===== src/rtl/nn_pkg.sv =====
// Shared definitions for the on-chip training network control path:
// scheduler state codes, default widths and the loss magnitude helper.
package nn_pkg;

    localparam int LOSS_W_D  = 19;
    localparam int EPOCH_W_D = 8;

    localparam logic [3:0] ST_IDLE     = 4'd0;
    localparam logic [3:0] ST_INIT     = 4'd1;
    localparam logic [3:0] ST_FWD      = 4'd2;
    localparam logic [3:0] ST_FWD_WAIT = 4'd3;
    localparam logic [3:0] ST_BWD      = 4'd4;
    localparam logic [3:0] ST_BWD_WAIT = 4'd5;
    localparam logic [3:0] ST_COMMIT   = 4'd6;
    localparam logic [3:0] ST_CHECK    = 4'd7;
    localparam logic [3:0] ST_DONE     = 4'd8;
    localparam logic [3:0] ST_ERR      = 4'd9;

    // |v| on LOSS_W_D-1 bits; the most negative input has no positive
    // counterpart, so its negation keeps the sign bit and is clamped.
    function automatic logic [LOSS_W_D-2:0] abs_sat(
        input logic signed [LOSS_W_D-1:0] v
    );
        logic [LOSS_W_D-1:0] mag;
        mag = v[LOSS_W_D-1] ? $unsigned(-v) : $unsigned(v);
        if (mag[LOSS_W_D-1])
            abs_sat = '1;
        else
            abs_sat = mag[LOSS_W_D-2:0];
    endfunction

endpackage


===== src/rtl/loss_tracker.sv =====
// Per-epoch worst-case loss tracker: running max of |loss| and threshold test.
// Ports: clk_i, rst_i (sync, active-low), clr_i (max:=0), ld_i (latch
// thresh_i), upd_i (fold loss_i into max), max_loss_o, le_thresh_o.
module loss_tracker
    import nn_pkg::*;
(
    input  logic                       clk_i,
    input  logic                       rst_i,
    input  logic                       clr_i,
    input  logic                       ld_i,
    input  logic                       upd_i,
    input  logic [LOSS_W_D-2:0]        thresh_i,
    input  logic signed [LOSS_W_D-1:0] loss_i,
    output logic [LOSS_W_D-2:0]        max_loss_o,
    output logic                       le_thresh_o
);

    logic [LOSS_W_D-2:0] thresh_q;
    logic [LOSS_W_D-2:0] absl;

    assign absl        = abs_sat(loss_i);
    assign le_thresh_o = (max_loss_o <= thresh_q);

    always_ff @(posedge clk_i) begin
        if (!rst_i) begin
            max_loss_o <= '0;
            thresh_q   <= '0;
        end else begin
            if (ld_i)
                thresh_q <= thresh_i;
            if (clr_i)
                max_loss_o <= '0;
            else if (upd_i && (absl > max_loss_o))
                max_loss_o <= absl;
        end
    end

endmodule


===== src/rtl/train_sched.sv =====
// Training-loop scheduler: sequences fwd/bwd/commit per sample and epochs.
// Ports: clk_i, rst_i (sync low), en_i, start_i, max_epochs_i, loss_thresh_i,
// loss_i, fwd_done_i, bwd_done_i -> datapath pulses, sample/epoch, status.
module train_sched
    import nn_pkg::*;
#(
    parameter int N_SAMPLES = 4,
    parameter int EPOCH_W   = EPOCH_W_D,
    parameter int LOSS_W    = LOSS_W_D,
    parameter int TIMEOUT   = 64
) (
    input  logic                         clk_i,
    input  logic                         rst_i,
    input  logic                         en_i,
    input  logic                         start_i,
    input  logic [EPOCH_W-1:0]           max_epochs_i,
    input  logic [LOSS_W-2:0]            loss_thresh_i,
    input  logic signed [LOSS_W-1:0]     loss_i,
    input  logic                         fwd_done_i,
    input  logic                         bwd_done_i,
    output logic                         init_weights_o,
    output logic                         zero_accum_o,
    output logic                         fwd_start_o,
    output logic                         bwd_start_o,
    output logic                         commit_o,
    output logic [$clog2(N_SAMPLES)-1:0] sample_idx_o,
    output logic [EPOCH_W-1:0]           epoch_o,
    output logic                         busy_o,
    output logic                         done_o,
    output logic                         converged_o,
    output logic                         timeout_o
);

    localparam int IDX_W = $clog2(N_SAMPLES);
    localparam int TW    = $clog2(TIMEOUT);
    localparam logic [IDX_W-1:0] IDX_LAST = IDX_W'(N_SAMPLES - 1);
    localparam logic [TW-1:0]    T_LAST   = TW'(TIMEOUT - 1);

    logic [3:0]         state;
    logic [EPOCH_W-1:0] lim;
    logic [TW-1:0]      tcnt;
    logic [EPOCH_W:0]   epoch_inc;
    logic               idle_like;
    logic               accept;
    logic               last_epoch;
    logic               restart;
    logic               upd;
    logic               le_thresh;
    logic [LOSS_W-2:0]  max_loss;

    assign idle_like  = (state == ST_IDLE) || (state == ST_DONE) ||
                        (state == ST_ERR);
    assign busy_o     = !idle_like;
    assign done_o     = (state == ST_DONE);
    assign timeout_o  = (state == ST_ERR);

    assign epoch_inc  = {1'b0, epoch_o} + (EPOCH_W+1)'(1);
    assign last_epoch = (epoch_inc == {1'b0, lim});
    assign accept     = en_i && idle_like && start_i;
    assign restart    = en_i && (state == ST_CHECK) &&
                        !le_thresh && !last_epoch;
    assign upd        = en_i && (state == ST_FWD_WAIT) && fwd_done_i;

    loss_tracker u_loss (
        .clk_i       (clk_i),
        .rst_i       (rst_i),
        .clr_i       (accept || restart),
        .ld_i        (accept),
        .upd_i       (upd),
        .thresh_i    (loss_thresh_i),
        .loss_i      (loss_i),
        .max_loss_o  (max_loss),
        .le_thresh_o (le_thresh)
    );

    always_ff @(posedge clk_i) begin
        if (!rst_i) begin
            state          <= ST_IDLE;
            lim            <= '0;
            tcnt           <= '0;
            epoch_o        <= '0;
            sample_idx_o   <= '0;
            converged_o    <= 1'b0;
            init_weights_o <= 1'b0;
            zero_accum_o   <= 1'b0;
            fwd_start_o    <= 1'b0;
            bwd_start_o    <= 1'b0;
            commit_o       <= 1'b0;
        end else begin
            // Pulses last one cycle; a disabled cycle leaves the state
            // put, so the owed pulse fires once en_i returns.
            init_weights_o <= 1'b0;
            zero_accum_o   <= 1'b0;
            fwd_start_o    <= 1'b0;
            bwd_start_o    <= 1'b0;
            commit_o       <= 1'b0;
            if (en_i) begin
                unique case (state)
                    ST_IDLE, ST_DONE, ST_ERR: begin
                        if (start_i) begin
                            state        <= ST_INIT;
                            lim          <= (max_epochs_i == '0) ?
                                            EPOCH_W'(1) : max_epochs_i;
                            epoch_o      <= '0;
                            sample_idx_o <= '0;
                            converged_o  <= 1'b0;
                        end
                    end
                    ST_INIT: begin
                        init_weights_o <= 1'b1;
                        zero_accum_o   <= 1'b1;
                        state          <= ST_FWD;
                    end
                    ST_FWD: begin
                        fwd_start_o <= 1'b1;
                        tcnt        <= '0;
                        state       <= ST_FWD_WAIT;
                    end
                    ST_FWD_WAIT: begin
                        if (fwd_done_i)
                            state <= ST_BWD;
                        else if (tcnt == T_LAST)
                            state <= ST_ERR;
                        else
                            tcnt <= tcnt + TW'(1);
                    end
                    ST_BWD: begin
                        bwd_start_o <= 1'b1;
                        tcnt        <= '0;
                        state       <= ST_BWD_WAIT;
                    end
                    ST_BWD_WAIT: begin
                        if (bwd_done_i)
                            state <= ST_COMMIT;
                        else if (tcnt == T_LAST)
                            state <= ST_ERR;
                        else
                            tcnt <= tcnt + TW'(1);
                    end
                    ST_COMMIT: begin
                        commit_o <= 1'b1;
                        if (sample_idx_o == IDX_LAST) begin
                            state <= ST_CHECK;
                        end else begin
                            sample_idx_o <= sample_idx_o + IDX_W'(1);
                            zero_accum_o <= 1'b1;
                            state        <= ST_FWD;
                        end
                    end
                    ST_CHECK: begin
                        if (le_thresh) begin
                            converged_o <= 1'b1;
                            state       <= ST_DONE;
                        end else begin
                            if (!(&epoch_o))
                                epoch_o <= epoch_inc[EPOCH_W-1:0];
                            if (last_epoch) begin
                                state <= ST_DONE;
                            end else begin
                                sample_idx_o <= '0;
                                zero_accum_o <= 1'b1;
                                state        <= ST_FWD;
                            end
                        end
                    end
                    default: state <= ST_IDLE;
                endcase
            end
        end
    end

endmodule


===== config.mk =====
export PLATFORM = sky130hd
export DESIGN_NAME = train_sched
export DESIGN_NICKNAME = d
export VERILOG_FILES = /design/src/rtl/nn_pkg.sv /design/src/rtl/loss_tracker.sv /design/src/rtl/train_sched.sv
export SDC_FILE = /design/constraint.sdc
export NUM_CORES = 1
export LEC_CHECK = 0
export ABC_AREA = 1
export CAP_MARGIN = 20
export CORE_ASPECT_RATIO = 1.4
export CORE_MARGIN = 10
export CORE_UTILIZATION = 40
export DETAILED_ROUTE_END_ITERATION = 10
export SLEW_MARGIN = 5
export SYNTH_ARGS = -nofsm -noshare
export SYNTH_HDL_FRONTEND = slang
export SYNTH_HIERARCHICAL = 1
export SYNTH_SLANG_ARGS = --single-unit
export TNS_END_PERCENT = 1

===== constraint.sdc =====
create_clock -name clk_i -period 2.6 [get_ports clk_i]
set_input_delay 0.52 -clock clk_i [delete_from_list [all_inputs] [get_ports clk_i]]
set_output_delay 0.52 -clock clk_i [all_outputs]
set_load 0.02 [all_outputs]

==> impl_metrics.yaml <==
power:
  comb_power_share_pct: 24.8
  p_total_w: 0.00312
  p_leak_nw: 3.15
  p_int_w: 0.00226
  power_density_nw_per_um2: 447
  switching_share_pct: 27.6
  power.share.clock_pct: 38.7
  irDropWorstVdd_uv: 361
  p_seq_share_pct: 36.6
  p_sw_w: 0.000860
place:
  place.gp.congestion: 0.925
  dpl.cell_count: 973
  portBuffers: 69
  place_area_sq_um: 5930
  dp_hpwl_mm: 10.2
route:
  via_per_inst: 4.96
  drt_iter0_drc: 205
  wire_per_inst_um: 13.8
  drtPass1Iterations: 5
  ant_nets: 0
  drc: 0
  vias: 5058
  wl_mm: 14.1
worst_setup_path:
  r2r_slack_ns: 0.20
  arrival_ns: 2.86
  max_stage_delay_ns: 0.32
  crit_chain: "dlygate4sd2_1 > inv_2 > nand2_2 > nor4_4 > buf_4 > nand2_8 > inv_4 > nor2_1 > inv_1 > ha_1 > nand2_1 > nand2_1 > nand3_2 > nor2_4 > nor2_4 > buf_4 > nand2_4 > nand2_2 > nor2_1 > nor2_1"
  r2r_end: "u_loss/max_loss_o[11]$_SDFFE_PP0P_"
  crit_family: "simple AND/OR/NAND/NOR gates"
  crit_top_cell: "nor2_1"
  regToRegStartpoint: "u_loss/max_loss_o[5]$_SDFFE_PP0P_"
  cp_slowest_cell: "ha_1"
  path_buf_inv: 6
  cp-end-kind: "register"
  start_kind: "primary input"
  crit_path_max_fanout: 5
  criticalPathCategory: "in -> reg"
  ff2ff_path_depth: 14
  worst_ep_required_time_ns: 2.83
clocking:
  cts.reportedPaths.clkPinSlew_ns: 0.05
  cts.sinks: 70
  cts_hold_buffers: 0
  cts_buffers: 9
  clk_path_buf_depth: 2
  clock_latency_ns: 0.33
  root_buffer: "clkbuf_16"
  cts_tree: "done"
  h-tree-depth: 3
min_path:
  hold_start: "u_loss/thresh_q[3]$_SDFFE_PN0P_"
  hold_path_class: "reg -> reg"
  min_delay_path_depth: 2
  whs_endpoint: "u_loss/thresh_q[3]$_SDFFE_PN0P_"
yosys:
  synth-edff-count: 0
  syn_inst: 729
  syn-mean-instance-area_sq_um: 6.54
  ys_seq_area_share_pct: 29.4
  synth.cell_area_sq_um: 4770
  synth_fp_nets: 820
  synth-seq-cells: 70
  synth_area_leaders: "dfxtp_1 29%, nand2_1 13%, ha_1 10%, inv_1 8.9%, nor2_1 8.1%"
  synthFlopType: "dfxtp_1"
  synth.distinct_cells: 41
  async_flop_share_pct: 0
  synth_top_area_cell: "dfxtp_1"
  synth_top_area_share_pct: 29.4
  synth_warnings: 6
grt:
  met3_usage_pct: 3.34
  antenna_found_initial: 0
  grt_pass1_vias: 4977
  grt_start_max_net_pins: 36
  busiest_layer: "met2"
  grt_pass1_wl_mm: 22.2
  grt_overflow: 0
  gr-usage-met2_pct: 30.3
  grtUsageTotal_pct: 15.7
  grtUsageMet1_pct: 15.9
floorplan:
  start_util_pct: 40.5
  row_count: 47
  die_x_um: 112
  coreArea_sq_um: 11800
  die_area_sq_um: 16700
  die_h_um: 149
  io_pins: 70
timing:
  slew_headroom_pct: 64.9
  tns_ns: -0.128
  tightest_slew_ns: 0.526
  period_minus_slack_ns: 2.64
  drv_slew: 0
  clock_skew_ns: 0.00883
  period_share_pct: 101
  setup_viol_count_final: 5
  fin_hold_ws_ns: 0.461
  rsz0062_at_grt: "yes"
  timing.final.hold_violations: 0
  fmax_mhz: 379
  setup_slack_ns: -0.0377
layout:
  nFillCells: 1059
  final_cell_mix: "139 x nand2_1, 102 x inv_1, 76 x nor2_1"
  final_common_cell: "nand2_1"
  nets: 960
  finalNonFillerCells: 1019
  diodes: 0
  postLayoutCellArea_sq_um: 6990
  drive_gt1_share_pct: 25.9
  area_growth_pct: 46.5
  area.sequential_sq_um: 1400
  multi_input_area_sq_um: 3380
status:
  status: "finished, violations left"
  failed_checks: "negative setup slack"
flow_run:
  maxCapViolations: 0
[worst min-delay path, stage by stage, from the launching register on]
cell and delay (ns):
dfxtp_1 0.29, inv_1 0.06, a21oi_1 0.06
[cell families (layout without fill, tap and decap cells)]
family | count (synthesis) | after routing | share of synthesized area [%]
AOI/OAI and AO/OA | 125 | 125 | 15.0
xor gates and xnor gates | 8 | 8 | 1.47
adders and majority gates | 40 | 40 | 10.5
buffers and inverters | 137 | 276 | 11.6
DFF | 70 | 70 | 29.4
and+or+nand+nor | 349 | 353 | 32.1
[final cells by class]
type / instances / share of cell area [%]
inverter: 122 / 6.66
timing repair buffer: 140 / 18.1
clock buffer: 13 / 3.73
tap: 147 / 2.63
multi-input combinational: 526 / 48.4
clock inverter: 1 / 0.430
sequential: 70 / 20.1
[flip-flops by register name, summed over array words and instances, names as in the netlist]
register	cells
fwd_start_o	1
tcnt	6
commit_o	1
u_loss/thresh_q	18
lim	8
converged_o	1
sample_idx_o	2
init_weights_o	1
bwd_start_o	1
epoch_o	8
zero_accum_o	1
u_loss/max_loss_o	18
state	4
[synth_stat cells (7+ instances only)]
cell type	count
inv_1	113
o21ai_1	7
nand2_1	161
nor2_2	10
clkbuf_1	9
nand3_1	32
ha_1	40
nand2_2	10
inv_2	9
nor2_1	103
xor2_1	7
nor3_1	10
a21oi_1	50
dfxtp_1	70
o21ai_0	43
[per-layer routing]
layer  vias up  wire length, um
li1       2616                -
met1      2301             5590
met2       113             7530
met3        28              530
met4         0              408
met5         -                0
[worst max-delay path by stage]
stage,end,cells after the start,from
6_report,u_loss/max_loss_o[8]$_SDFFE_PP0P_,20,loss_i[14]
4_1_cts,u_loss/max_loss_o[1]$_SDFFE_PP0P_,21,loss_i[15]
3_5_place_dp,u_loss/max_loss_o[9]$_SDFFE_PP0P_,21,loss_i[0]
3_3_place_gp,u_loss/max_loss_o[11]$_SDFFE_PP0P_,21,loss_i[1]
2_1_floorplan,u_loss/max_loss_o[12]$_SDFFE_PP0P_,21,loss_i[1]
5_1_grt,u_loss/max_loss_o[2]$_SDFFE_PP0P_,23,loss_i[0]
[stage by stage]
step / worst slack [ns] / util (%)
final: -0.0377 / 59.4
after global routing: -0.150 / 59.4
after detailed placement: -0.776 / 50.4
after CTS: -0.00517 / 57.3
after floorplan: 0.00711 / -
after global placement: -0.662 / 50.4
[power groups by stage]
stage	Combinational [W]	Sequential, W	Clock, W
3_5_place_dp	0.000609	0.00116	0
4_1_cts	0.000713	0.00114	0.00124
6_report	0.000773	0.00114	0.00121
2_1_floorplan	0.000356	0.00117	0
3_3_place_gp	0.000595	0.00116	0
5_1_grt	0.000850	0.00115	0.00127
[timing repair]
| item | CTS | global route |
|---|---|---|
| endpoints found under the setup margin | 18 | 18 |
| resized for setup | 122 | 57 |
| pin swaps | 48 | 35 |
| gates cloned | 5 | 0 |
| setup buffers | 21 | 6 |
No activity file was read; power rests on OpenSTA's default activity.
==> patch, RTL diff (same flow settings) <==
The parameter `N_SAMPLES` goes from 4 to 2.
--- a/src/rtl/train_sched.sv
+++ b/src/rtl/train_sched.sv
@@ -4,7 +4,7 @@
 module train_sched
     import nn_pkg::*;
 #(
-    parameter int N_SAMPLES = 4,
+    parameter int N_SAMPLES = 2,
     parameter int EPOCH_W   = EPOCH_W_D,
     parameter int LOSS_W    = LOSS_W_D,
     parameter int TIMEOUT   = 64
Ports: changed (resized sample_idx_o); port bits go from 70 to 69. No check against the original RTL was run, so the function may have changed too.
==> patch against the original RTL <==
The run still ends with negative setup slack left. Cell count decreased by 0.49%. Maximum frequency decreased by 0.23%. Sequential power about the same. Register-to-register slack got worse by 0.06 ns. Sequential cell count decreased by 1. Utilization decreased by 0.94 points. Hold slack improved by 0.0012 ns. Design area decreased by 2.1%. Critical path depth increased by 2. Worst setup slack got worse by 0.0062 ns. Synthesized cell count increased by 0.27%. Area after synthesis decreased by 0.50%. Power decreased by 2.6%. Routed wire length decreased by 2.5%. Critical path type unchanged.
==> patch: results (changes against the original RTL) <==
.. list-table::
   :header-rows: 1

   * - Metric
     - Value
   * - Hold-critical path endpoint
     - u_loss/thresh_q[17]
   * - Final total negative setup slack
     - -0.345 ns (-0.217 ns)
   * - Lkg Pwr
     - 3.12 nW (-1.2%)
   * - Layout fillers
     - 1062 (+0.28%)
   * - Unique cell type count in the Yosys netlist
     - 40 (-2.4%)
   * - Sum of net half-perimeters after detailed placement
     - 10200 um (-0.11%)
   * - Gr usage total
     - 16.0% (+0.25 points)
   * - Syn_nets
     - 821 (+0.12%)
   * - Fraction of final layout cells with drive strength greater than 1
     - 24.8% (-1.1 points)
   * - H-tree level count
     - 3 (unchanged)
   * - Number of placed cells counting well taps
     - 977 (+0.41%)
   * - First-pass iteration count of the detailed router
     - 4 (-1)
   * - Result of the run
     - complete, but fails checks
   * - Least-Margin Pin Slew
     - 0.900 ns (+0.374 ns)
   * - Setup-failing EPs final
     - 11 (+6)
   * - Final instance count without filler cells
     - 1014 (-0.49%)
   * - Global placement routability congestion
     - 0.906 (-2.1%)
   * - Detail-routed via count per cell
     - 4.98 (+0.39%)
   * - Largest net degree at the start of global routing
     - 36 (unchanged)
   * - Hold Path Origin
     - u_loss/thresh_q[17]
   * - Setup Slack @ Placement
     - -0.748 ns (+0.0279 ns)
   * - Dominant cells by area after synthesis
     - dfxtp_1, nand2_1, ha_1
   * - Number of buffers inserted by port buffering
     - 68 (-1.4%)
   * - Max rail drop VDD
     - 0.000259 V (-28%)
   * - Failing checks
     - negative setup slack
   * - Instance count of the mapped netlist
     - 731 (+0.27%)
   * - Launch instance of the worst register-to-register path
     - epoch_o[0]
   * - Maximum fanout along the worst path
     - 6 (+1)
   * - Post-detailed-route wirelength per cell
     - 13.5 um (-2.0%)
   * - ANT cells
     - 0 (unchanged)
   * - Iteration-0 DRC count of the detailed router
     - 199 (-2.9%)
   * - Depth of the worst register-to-register path
     - 13 (-1)
   * - Post-synthesis sequential area ratio
     - 29.1% (-0.27 points)
   * - Most common library cells after synthesis
     - nand2_1, inv_1, nor2_1
   * - Reg2reg setup slack
     - 0.14 ns (-0.06 ns)
   * - Vias in the first global route
     - 4998 (+0.42%)
   * - Clock transition time at the flip-flop clock pins of the worst setup and hold paths
     - 0.05 ns (about the same)
   * - Met2 global-route usage
     - 30.8% (+0.50 points)
   * - Fraction of met3 tracks used by global routing
     - 3.30% (-0.040 points)
   * - Number of buffers on the longest clock path
     - 2 (unchanged)
   * - PnR worst setup slack
     - -0.0439 ns (-0.00616 ns)
   * - Net total in the final layout
     - 953 (-0.73%)
   * - Async set or reset register ratio after synthesis
     - 0% (unchanged)
   * - GR met1 Demand/Resource
     - 16.2% (+0.25 points)
   * - Biggest registers after layout
     - u_loss/max_loss_o x18, u_loss/thresh_q x18
   * - Global-route wire length before repair
     - 22400 um (+0.97%)
   * - Inserted Clock Buffers
     - 9 (unchanged)
   * - Setup clock skew after layout
     - 0.00482 ns (-0.00400 ns)
==> patch: kinds of logic (layout without fill, tap and decap cells) <==
| logic type | count (synthesis) | after routing | share of synthesized area, % |
|---|---|---|---|
| DFF | 69 | 69 | 29.1 |
| buffers and inverters | 135 | 268 | 11.4 |
| xor gates and xnor gates | 11 | 11 | 2.03 |
| adders and majority gates | 39 | 39 | 10.3 |
| AOI/OAI and AO/OA | 130 | 130 | 15.1 |
| and+or+nand+nor | 347 | 350 | 32.1 |
==> patch: layer usage <==
layer	wire (um)	vias to the layer above
li1	-	2603
met1	5360	2291
met3	590	33
met4	389	0
met5	0	-
met2	7360	126
==> patch: metrics by stage <==
step	util, %	hold WS (ns)	area, um2
2_1_floorplan	-	0.433	4800
3_3_place_gp	50.6	0.448	5930
3_5_place_dp	50.6	0.455	5930
4_1_cts	56.8	0.464	6650
5_1_grt	58.5	0.490	6840
6_report	58.5	0.462	6840
==> patch: cell type report <==
class	count	area, um2	area share, %
sequential	69	1380	20.2
clock buffer	14	274	4.01
clock inverter	1	5.00	0.0732
inverter	120	468	6.84
multi-input combinational	530	3330	48.7
timing repair buffer	133	1200	17.5
tap	147	184	2.69
==> patch: timing repair <==
action / in CTS / in global routing
pin swaps: 44 / 39
endpoints found under the setup margin: 18 / 18
setup buffers: 15 / 3
gates resized for setup: 129 / 64
gates cloned: 4 / 0
==> patch: power by group <==
group | internal (mW) | switching (mW) | leakage, nW
sequential | 1.11 | 0.0335 | 0.562
clock | 0.717 | 0.429 | 0.139
combinational | 0.338 | 0.415 | 2.42
total | 2.16 | 0.877 | 3.12
==> patch: worst max path at each step <==
stage / start / endpoint / slack [ns] / depth (start not counted)
detailed placement: loss_i[0] / u_loss/max_loss_o[13] / -0.75 / 21
global route: loss_i[1] / u_loss/max_loss_o[2] / -0.18 / 22
finish: loss_i[1] / u_loss/max_loss_o[2] / -0.04 / 22
global placement: loss_i[18] / u_loss/max_loss_o[3] / -0.71 / 17
CTS: loss_i[7] / u_loss/max_loss_o[4] / 0.00005 / 23
floorplan: loss_i[1] / u_loss/max_loss_o[12] / 0.001 / 21
==> patch: worst max-delay path, cell delays in order <==
cell and delay, ns:
buf_6 0.10, inv_4 0.05, ha_4 0.14, nand2_4 0.05, nor2_4 0.14, buf_6 0.12
nand3_1 0.09, nand3b_1 0.17, nand3_4 0.12, ha_4 0.27, nand2_1 0.08, nor2_4 0.14
nand2_4 0.09, nor2_4 0.12, nand2_1 0.09, nand2_2 0.12, a21oi_4 0.05, buf_6 0.13
buf_12 0.13, nand2_2 0.04, nand2_1 0.04, nor2_1 0.09
